===== src/rtl/nco_defs.sv =====
// rtl/nco_defs.sv - shared defaults, quadrant codes and sine table helpers for nco_qw
package nco_defs;

    localparam int NCO_ACC_W  = 16;
    localparam int NCO_ADDR_W = 4;
    localparam int NCO_OUT_W  = 8;

    localparam real NCO_PI = 3.14159265358979323846;

    // Quadrant is the top two phase bits; odd quadrants read the table mirrored,
    // the upper half of the circle is negated.
    typedef enum logic [1:0] {
        Q0 = 2'd0,
        Q1 = 2'd1,
        Q2 = 2'd2,
        Q3 = 2'd3
    } quad_e;

    // Peak magnitude of a signed out_w-bit sample, symmetric about zero.
    function automatic int nco_amp(input int out_w);
        return (1 << (out_w - 1)) - 1;
    endfunction

    // Round half away from zero.
    function automatic int nco_round(input real x);
        if (x >= 0.0) begin
            return $rtoi(x + 0.5);
        end
        return -$rtoi(0.5 - x);
    endfunction

    // Quarter-wave entry k, sampled at the middle of its step so the mirrored
    // read in odd quadrants lands on exactly the same angles.
    function automatic int nco_rom_entry(input int k, input int addr_w, input int amp);
        real ang;
        ang = (NCO_PI / 2.0) * (real'(k) + 0.5) / real'(1 << addr_w);
        return nco_round(real'(amp) * $sin(ang));
    endfunction

endpackage


===== src/rtl/nco_qw_rom.sv =====
// rtl/nco_qw_rom.sv - quarter-wave sine table with quadrant mirroring, registered read
module nco_qw_rom
    import nco_defs::*;
#(
    parameter int ADDR_W = NCO_ADDR_W,
    parameter int OUT_W  = NCO_OUT_W
) (
    input  logic              clk,
    input  logic              rst,
    input  logic              clr_i,
    input  logic              valid_i,
    input  logic [1:0]        quad_i,
    input  logic [ADDR_W-1:0] idx_i,
    output logic [OUT_W-2:0]  mag_o,
    output logic              neg_o,
    output logic              valid_o
);

    localparam int DEPTH = 1 << ADDR_W;
    localparam int MAG_W = OUT_W - 1;
    localparam int AMP   = nco_amp(OUT_W);

    logic [MAG_W-1:0]  table_w [DEPTH];
    logic [ADDR_W-1:0] addr;
    logic              mirror;

    logic [MAG_W-1:0]  mag_q, mag_d;
    logic              neg_q, neg_d;
    logic              valid_q, valid_d;

    // Table contents fixed at elaboration from the sine formula.
    for (genvar k = 0; k < DEPTH; k++) begin : g_table
        assign table_w[k] = MAG_W'(nco_rom_entry(k, ADDR_W, AMP));
    end

    assign mirror = (quad_i == Q1) || (quad_i == Q3);
    assign addr   = mirror ? ~idx_i : idx_i;

    // Next-state for the stage-2 magnitude, sign and valid; a clear drops the slot.
    always_comb begin
        mag_d   = table_w[addr];
        neg_d   = quad_i[1];
        valid_d = valid_i && !clr_i;
    end

    // Stage-2 registers.
    always_ff @(posedge clk or posedge rst) begin
        if (rst) begin
            mag_q   <= '0;
            neg_q   <= 1'b0;
            valid_q <= 1'b0;
        end else begin
            mag_q   <= mag_d;
            neg_q   <= neg_d;
            valid_q <= valid_d;
        end
    end

    assign mag_o   = mag_q;
    assign neg_o   = neg_q;
    assign valid_o = valid_q;

endmodule


===== src/rtl/nco_qw.sv =====
// rtl/nco_qw.sv - NCO top: phase accumulator, FCW shadow/apply, phase slice and sign stage
module nco_qw
    import nco_defs::*;
#(
    parameter int ACC_W  = NCO_ACC_W,
    parameter int ADDR_W = NCO_ADDR_W,
    parameter int OUT_W  = NCO_OUT_W
) (
    input  logic                    clk,
    input  logic                    rst,
    input  logic                    en,
    input  logic                    clr,
    input  logic [ACC_W-1:0]        fcw_in,
    input  logic                    fcw_wr,
    input  logic                    sync_update,
    input  logic [ACC_W-1:0]        poff,
    output logic signed [OUT_W-1:0] dout,
    output logic                    dout_valid,
    output logic                    fcw_pending
);

    logic [ACC_W-1:0]  acc_q, acc_d;
    logic [ACC_W-1:0]  fcw_active_q, fcw_active_d;
    logic [ACC_W-1:0]  fcw_shadow_q, fcw_shadow_d;
    logic              pending_q, pending_d;

    logic [ACC_W:0]    acc_sum;
    logic              step;
    logic              wrap;
    logic              fcw_apply;

    logic [ACC_W-1:0]  ph;
    logic [1:0]        quad1_q, quad1_d;
    logic [ADDR_W-1:0] idx1_q, idx1_d;
    logic              v1_q, v1_d;

    logic [OUT_W-2:0]  mag2;
    logic              neg2;
    logic              v2;

    logic [OUT_W-1:0]  mag_ext;
    logic signed [OUT_W-1:0] dout_q, dout_d;
    logic              v3_q, v3_d;

    // The carry out of the phase add marks the accumulator wrap.
    assign acc_sum = {1'b0, acc_q} + {1'b0, fcw_active_q};
    assign step    = en && !clr;
    assign wrap    = step && acc_sum[ACC_W];

    // In sync mode a word written in the wrap cycle itself waits for the next wrap.
    assign fcw_apply = pending_q && (sync_update ? (wrap && !fcw_wr) : 1'b1);

    // Accumulator and FCW shadow/active next-state; the wrap-cycle add uses the old word.
    always_comb begin
        acc_d        = acc_q;
        fcw_active_d = fcw_active_q;
        fcw_shadow_d = fcw_shadow_q;
        pending_d    = pending_q;
        if (clr) begin
            acc_d = '0;
        end else if (en) begin
            acc_d = acc_sum[ACC_W-1:0];
        end
        if (fcw_apply) begin
            fcw_active_d = fcw_shadow_q;
            pending_d    = 1'b0;
        end
        if (fcw_wr) begin
            fcw_shadow_d = fcw_in;
            pending_d    = 1'b1;
        end
    end

    // Accumulator and FCW registers.
    always_ff @(posedge clk or posedge rst) begin
        if (rst) begin
            acc_q        <= '0;
            fcw_active_q <= '0;
            fcw_shadow_q <= '0;
            pending_q    <= 1'b0;
        end else begin
            acc_q        <= acc_d;
            fcw_active_q <= fcw_active_d;
            fcw_shadow_q <= fcw_shadow_d;
            pending_q    <= pending_d;
        end
    end

    // Stage 1 samples the pre-update accumulator plus offset, truncated to table resolution.
    assign ph = acc_q + poff;

    if (ACC_W > ADDR_W + 2) begin : g_trunc
        logic unused_ph_lsbs;
        assign unused_ph_lsbs = ^ph[ACC_W-ADDR_W-3:0];
    end

    // Stage-1 next-state: quadrant, table index and launch flag.
    always_comb begin
        quad1_d = ph[ACC_W-1 -: 2];
        idx1_d  = ph[ACC_W-3 -: ADDR_W];
        v1_d    = step;
    end

    // Stage-1 registers.
    always_ff @(posedge clk or posedge rst) begin
        if (rst) begin
            quad1_q <= '0;
            idx1_q  <= '0;
            v1_q    <= 1'b0;
        end else begin
            quad1_q <= quad1_d;
            idx1_q  <= idx1_d;
            v1_q    <= v1_d;
        end
    end

    nco_qw_rom #(
        .ADDR_W (ADDR_W),
        .OUT_W  (OUT_W)
    ) u_rom (
        .clk     (clk),
        .rst     (rst),
        .clr_i   (clr),
        .valid_i (v1_q),
        .quad_i  (quad1_q),
        .idx_i   (idx1_q),
        .mag_o   (mag2),
        .neg_o   (neg2),
        .valid_o (v2)
    );

    // Stage-3 next-state: apply the sign; dout holds whenever no sample arrives.
    always_comb begin
        mag_ext = {1'b0, mag2};
        dout_d  = dout_q;
        v3_d    = v2 && !clr;
        if (v2 && !clr) begin
            dout_d = neg2 ? $signed({OUT_W{1'b0}} - mag_ext) : $signed(mag_ext);
        end
    end

    // Stage-3 output registers.
    always_ff @(posedge clk or posedge rst) begin
        if (rst) begin
            dout_q <= '0;
            v3_q   <= 1'b0;
        end else begin
            dout_q <= dout_d;
            v3_q   <= v3_d;
        end
    end

    assign dout        = dout_q;
    assign dout_valid  = v3_q;
    assign fcw_pending = pending_q;

endmodule


===== config.mk =====
export PLATFORM = sky130hd
export DESIGN_NAME = nco_qw
export DESIGN_NICKNAME = d
export VERILOG_FILES = /design/src/rtl/nco_defs.sv /design/src/rtl/nco_qw_rom.sv /design/src/rtl/nco_qw.sv
export SDC_FILE = /design/constraint.sdc
export NUM_CORES = 1
export LEC_CHECK = 0
export BUFFER_PORTS_ARGS = -buffer_cell sky130_fd_sc_hd__buf_2
export CAP_MARGIN = 20
export CELL_PAD_IN_SITES_DETAIL_PLACEMENT = 0
export CELL_PAD_IN_SITES_GLOBAL_PLACEMENT = 1
export CORE_ASPECT_RATIO = 0.5
export CORE_MARGIN = 5
export CORE_UTILIZATION = 41
export CTS_BUF_LIST = sky130_fd_sc_hd__clkbuf_8
export DETAILED_ROUTE_END_ITERATION = 6
export HOLD_SLACK_MARGIN = 0.06
export PLACE_DENSITY_LB_ADDON = 0.1
export SLEW_MARGIN = 20
export SYNTH_ARGS = -nofsm -noshare
export SYNTH_HDL_FRONTEND = slang
export SYNTH_SLANG_ARGS = --single-unit

===== constraint.sdc =====
create_clock -name clk -period 8 [get_ports clk]
set_clock_uncertainty 0.2 [all_clocks]
set_input_delay 1.6 -clock clk [delete_from_list [all_inputs] [get_ports clk]]
set_output_delay 1.6 -clock clk [all_outputs]
set_load 0.03 [all_outputs]

==> results of run 1 <==
## cell usage in the layout, fill, tap and decap left out, drive strengths merged, types with 4 or more instances in the layout
cell    instances
dfrtp          74
a21oi          25
ha             38
nand3           7
nand4           6
a21o            9
xor2           12
o21ai          19
clkinv          4
and3            4
nor2b           6
clkbuf         10
mux2i          11
inv            14
nor2           29
or3             5
nand2b          9
buf            48
xnor2          13
a211oi          8
mux2           33
nor3            5
nand2          37
o211ai          6
## registers in the layout, summed over array words and instances (netlist names)
| name | flops |
|---|---|
| u_rom.mag_o | 7 |
| acc_q | 16 |
| v1_q | 1 |
| fcw_shadow_q | 16 |
| idx1_q | 4 |
| u_rom.neg_o | 1 |
| quad1_q | 2 |
| dout_valid | 1 |
| fcw_active_q | 16 |
| dout | 8 |
| u_rom.valid_o | 1 |
| fcw_pending | 1 |
## power breakdown
part	internal (mW)	switching, mW
combinational	0.394	0.488
clock	0.118	0.138
sequential	0.489	0.129
## area by class of cell
| cell class | count | area (um2) |
|---|---|---|
| clock buffer | 10 | 138 |
| fill | 994 | 5450 |
| timing repair buffer | 48 | 243 |
| inverter | 14 | 52.6 |
| sequential | 74 | 1850 |
| tap | 140 | 175 |
| clock inverter | 5 | 31.3 |
| multi-input combinational | 317 | 2440 |
## stage by stage
step / std cells / instance area, um2 / hold slack [ns] / worst slack (ns)
after floorplan: 423 / 4430 / 0.131 / 4.32
after global placement: 593 / 4760 / 0.158 / 4.23
after detailed placement: 593 / 4760 / 0.162 / 4.15
after CTS: 608 / 4930 / 0.176 / 4.52
after global routing: 608 / 4930 / 0.177 / 4.38
final: 608 / 4930 / 0.170 / 4.55
## worst min path at each step
stage,startpoint,end,depth (start not counted)
after floorplan,quad1_q[1],u_rom.neg_o,0
after global placement,quad1_q[1],u_rom.neg_o,0
after detailed placement,quad1_q[1],u_rom.neg_o,0
after CTS,quad1_q[1],u_rom.neg_o,0
after global routing,quad1_q[1],u_rom.neg_o,0
final,quad1_q[1],u_rom.neg_o,0
## critical path, cell delays in order
cell and delay, ns:
buf_2 0.10, ha_1 0.31, a21o_1 0.18, a21o_1 0.16, a211oi_1 0.54, o211ai_1 0.26, a21oi_1 0.22, xnor2_1 0.13
## per-layer routing
metal / wire length (um) / vias up / share of wire / global-route usage
met1: 4260 / 1544 / 0.45 / 0.188
met2: 4690 / 44 / 0.50 / 0.259
met4: 136 / 0 / 0.014 / 0.0351
met3: 326 / 15 / 0.035 / 0.0430
met5: 0 / - / 0 / 0
li1: - / 1613 / - / -
## cells by family after synthesis
kind of cell	after synthesis	synth area share
mux	44	0.117
flops	74	0.418
xor+xnor	25	0.0494
compound gates	92	0.141
fa+ha+maj	39	0.112
buf+inv	32	0.0316
simple gates	117	0.131
==> reports/results.tsv, run 1 <==
metric	value	unit
vias_per_cell	5.29	
hpwl	6970	um
rsz0062_at_grt	false	
dr.pass1.iters	6	
antenna_left	0	
cts-htree-levels	3	
cts_root_buffer	clkbuf_8	
slew_headroom	0.375	
cts_buffers	9	
antenna_found_initial	0	
synth_common_cells	dfrtp_1 (74), ha_1 (38), nand2_1 (37)	
worstSkewPairLatency	0.35	ns
hold_path_class	register to register	
num_vias	3216	
period_needed	3.45	ns
avgSynthCellArea	10.5	um2
rows	26	
clk_pin_slew	0.07	ns
synth_area_leaders	dfrtp_1 (42%), ha_1 (11%), mux2_2 (5.8%), mux2_4 (3.4%), nand2_1 (3.1%)	
clockBufferDepth	2	
final_util	0.475	
hold_viol	0	
r2r_cells	7	
track_usage	0.151	
fmax	0.290	GHz
ff2ff_setup_slack	5.08	ns
synth_top_area_cell	dfrtp_1	
critPathMaxFanout	4	
die_h	83.5	um
syn2layout_area_growth	11.3	%
ys.flop_type	dfrtp_1	
drt_iter0_markers	106	
syn-cell-area	0.00443	mm2
num_antenna_cells	0	
synth_fp_nets	500	
synth-edff-count	0	
grt-ovfl-total	0	
die_w	157	um
cts_resized	0	
cts_tree	done	
grt_max_degree	75	
r2r_end	fcw_active_q[13]	
max_slew.worst_pin.slew	0.937	ns
ys_seq_elements	74	
cp-end-kind	register	
synth_cell_types	55	
cap_violations	0	
r2r-start	acc_q[5]	
initial_core_util	0.427	
crit_path_start_kind	input port	
finalSetupTns	0	ns
yosys_warnings	0	
cp.required	8.07	ns
yosys.area.top_type_share	0.418	
slew_viol_final	0	
p_total	1.76	mW
crit_arrival	3.52	ns
cp-startpoint	poff[8]	
post_cts_buffers	0	
layout-drive-gt1-share	0.226	
synth-seq-area-share	0.418	
cts_hold_buffers	0	
fin_crit_sh	0.431	
core_area	0.0104	mm2
grt_pass1_wl	16000	um
irDropWorstVdd	0.000162	V
async_reset_ff_frac	1.00	
synthMostInstantiatedCell	dfrtp_1	
setup_viol	0	
drc	0	
fin_nets	541	
place_congestion	0.840	
ios	48	
grt_pass1_vias	3332	
powerDensity	356	mW/mm2
clock-sinks	74	
crit_type	input port to register	
die-area	0.0131	mm2
syn_inst	423	
status	finished clean	
routed_wl	9410	um
io_buffers	47	
p_leak	2.35	nW
setup.worst_path.end	quad1_q[1]	
routedWlPerCell	15.5	um
Power figures use the tool's default switching activity.
==> run 2: changes to the inputs <==
clock period = 3 ns   (was 8 ns; I/O delays follow)
==> reports/results.tsv, run 2 (same netlist as run 1, synthesis figures left out) <==
metric	value	unit	change
status	finished clean		
multi_input_area	0.00244	mm2	unchanged
cts_buffers	9		unchanged
crit_arrival	2.77	ns	-0.75 ns
cp.required	3.03	ns	-5.04 ns
cts_tree	done		
layout-drive-gt1-share	0.237		+0.0109
pre_cts_slack	0.282	ns	-3.87 ns
dr.pass1.iters	4		-2
clk_pin_slew	0.08	ns	about the same
crit_path_max_incr_delay	0.40	ns	-0.14 ns
rsz0062_at_grt	false		
cts_root_buffer	clkbuf_8		
initial_core_util	0.427		unchanged
cp-end-kind	register		
hold_viol	0		unchanged
num-fill-cells	965		-2.9%
cts-htree-levels	3		unchanged
clockBufferDepth	2		unchanged
irDropWorstVdd	0.000279	V	+72%
io_buffers	47		unchanged
fmax	0.365	GHz	
p_leak	2.41	nW	+2.4%
cp_cell_sequence	ha_1, inv_1, fa_1, nand2b_1, a21oi_1, nor2_2, o211ai_2, a21oi_4, buf_12, mux2_4		
grt-ovfl-total	0		unchanged
routed_wl	9150	um	-2.8%
r2r_cells	10		+3
slowest_stage	fa_1		
hold_path_class	input port to asynchronous set/reset pin		
r2r_end	fcw_active_q[15]		
routedWlPerCell	14.8	um	-4.1%
fin_ws	0.257	ns	-4.30 ns
powerDensity	961	mW/mm2	+170%
crit_type	register to register		
ff2ff_setup_slack	0.26	ns	-4.82 ns
track_usage	0.148		-0.00273
reg_top3	acc_q: 16 flops, fcw_active_q: 16 flops, fcw_shadow_q: 16 flops		
die-area	0.0131	mm2	unchanged
antenna_left	0		unchanged
cts_resized	0		unchanged
drt_iter0_markers	117		+10%
ios	48		unchanged
cp_num_cells	10		+2
num_antenna_cells	0		unchanged
num_vias	3241		+0.78%
period_needed	2.74	ns	
worstSkewPairLatency	0.34	ns	about the same
setup.worst_path.end	fcw_active_q[15]		
antenna_found_initial	0		unchanged
clock-sinks	74		unchanged
cap_violations	0		unchanged
fin_crit_sh	0.914		
max_slew.worst_pin.slew	0.751	ns	-0.186 ns
syn2layout_area_growth	13.8	%	
slew_headroom	0.499		+0.124
fin_nets	548		+1.3%
final_cell_mix	dfrtp_1 (74), buf_2 (47), ha_1 (38), nand2_1 (37), nor2_1 (28)		
critPathTopFamily	compound AO/OA/AOI/OAI gates		
regArea	0.00185	mm2	unchanged
core_area	0.0104	mm2	unchanged
cts_hold_buffers	0		unchanged
rows	26		unchanged
die_h	83.5	um	unchanged
post_cts_buffers	0		unchanged
hpwl	6970	um	about the same
final_common_cell	dfrtp_1		
place_congestion	0.830		-1.2%
crit_buf_inv	2		+1
r2r-start	acc_q[0]		
finalSetupTns	0	ns	unchanged
slew_viol_final	0		unchanged
drc	0		unchanged
cp-startpoint	acc_q[0]		
vias_per_cell	5.26		-0.53%
critPathMaxFanout	16		+12
setup_viol	0		unchanged
grt_pass1_vias	3318		-0.42%
grt_max_degree	42		-44%
crit_path_start_kind	register		
die_w	157	um	unchanged
grt_pass1_wl	16000	um	unchanged
## run 2: changes by cell type in the layout (fill, tap and decap cells not counted)
cell        delta
buf_4          +6
bufinv_16      +2
clkinv_2       -2
buf_12         +1
clkbuf_8       -1
clkinv_4       -1
clkinvlp_4     +1
inv_1          +1
inv_6          +1
## run 2: worst min-delay path by stage
stage,startpoint,to,cells after the start
2_1_floorplan,quad1_q[1],u_rom.neg_o,0
6_report,rst,dout[6],3
3_5_place_dp,quad1_q[1],u_rom.neg_o,0
4_1_cts,rst,dout[6],3
5_1_grt,quad1_q[1],u_rom.neg_o,0
3_3_place_gp,quad1_q[1],u_rom.neg_o,0
## run 2: worst reg2reg max path, cell delays in order (launching register included)
cell and delay (ns):
dfrtp_1 0.39, ha_1 0.18, inv_1 0.05, fa_1 0.40, nand2b_1 0.19, a21oi_1 0.33, nor2_2 0.08, o211ai_2 0.24
a21oi_4 0.09, buf_12 0.17, mux2_4 0.31
## run 2: where the power goes
group | internal (mW) | switching (mW) | total (mW)
logic | 1.08 | 1.30 | 2.38
registers | 1.30 | 0.318 | 1.62
clock network | 0.467 | 0.382 | 0.849
## run 2: final cells by class
class | count | share of cell area
clock buffers | 9 | 0.0246
clock inverters | 7 | 0.0184
inverters | 14 | 0.0104
multi-input cells | 317 | 0.484
flip-flops and latches | 74 | 0.367
well taps | 140 | 0.0347
repair buffers | 55 | 0.0610
## run 2: per-layer routing
metal / GRT usage / vias to the layer above / routed length [um]
met5: 0 / - / 0
met4: 0.0258 / 0 / 36
met3: 0.0357 / 4 / 311
met2: 0.256 / 46 / 4600
met1: 0.190 / 1583 / 4200
li1: - / 1608 / -
## run 2: metrics by stage
stage	std cells	power (mW)	area [um2]	utilization	hold WS, ns
floorplan	423	3.48	4430	-	0.131
global placement	600	3.97	4830	0.465	0.135
detailed placement	600	4.03	4830	0.465	0.152
CTS	616	4.91	5040	0.486	0.148
global route	616	5.29	5040	0.486	0.168
finish	616	4.85	5040	0.486	0.154
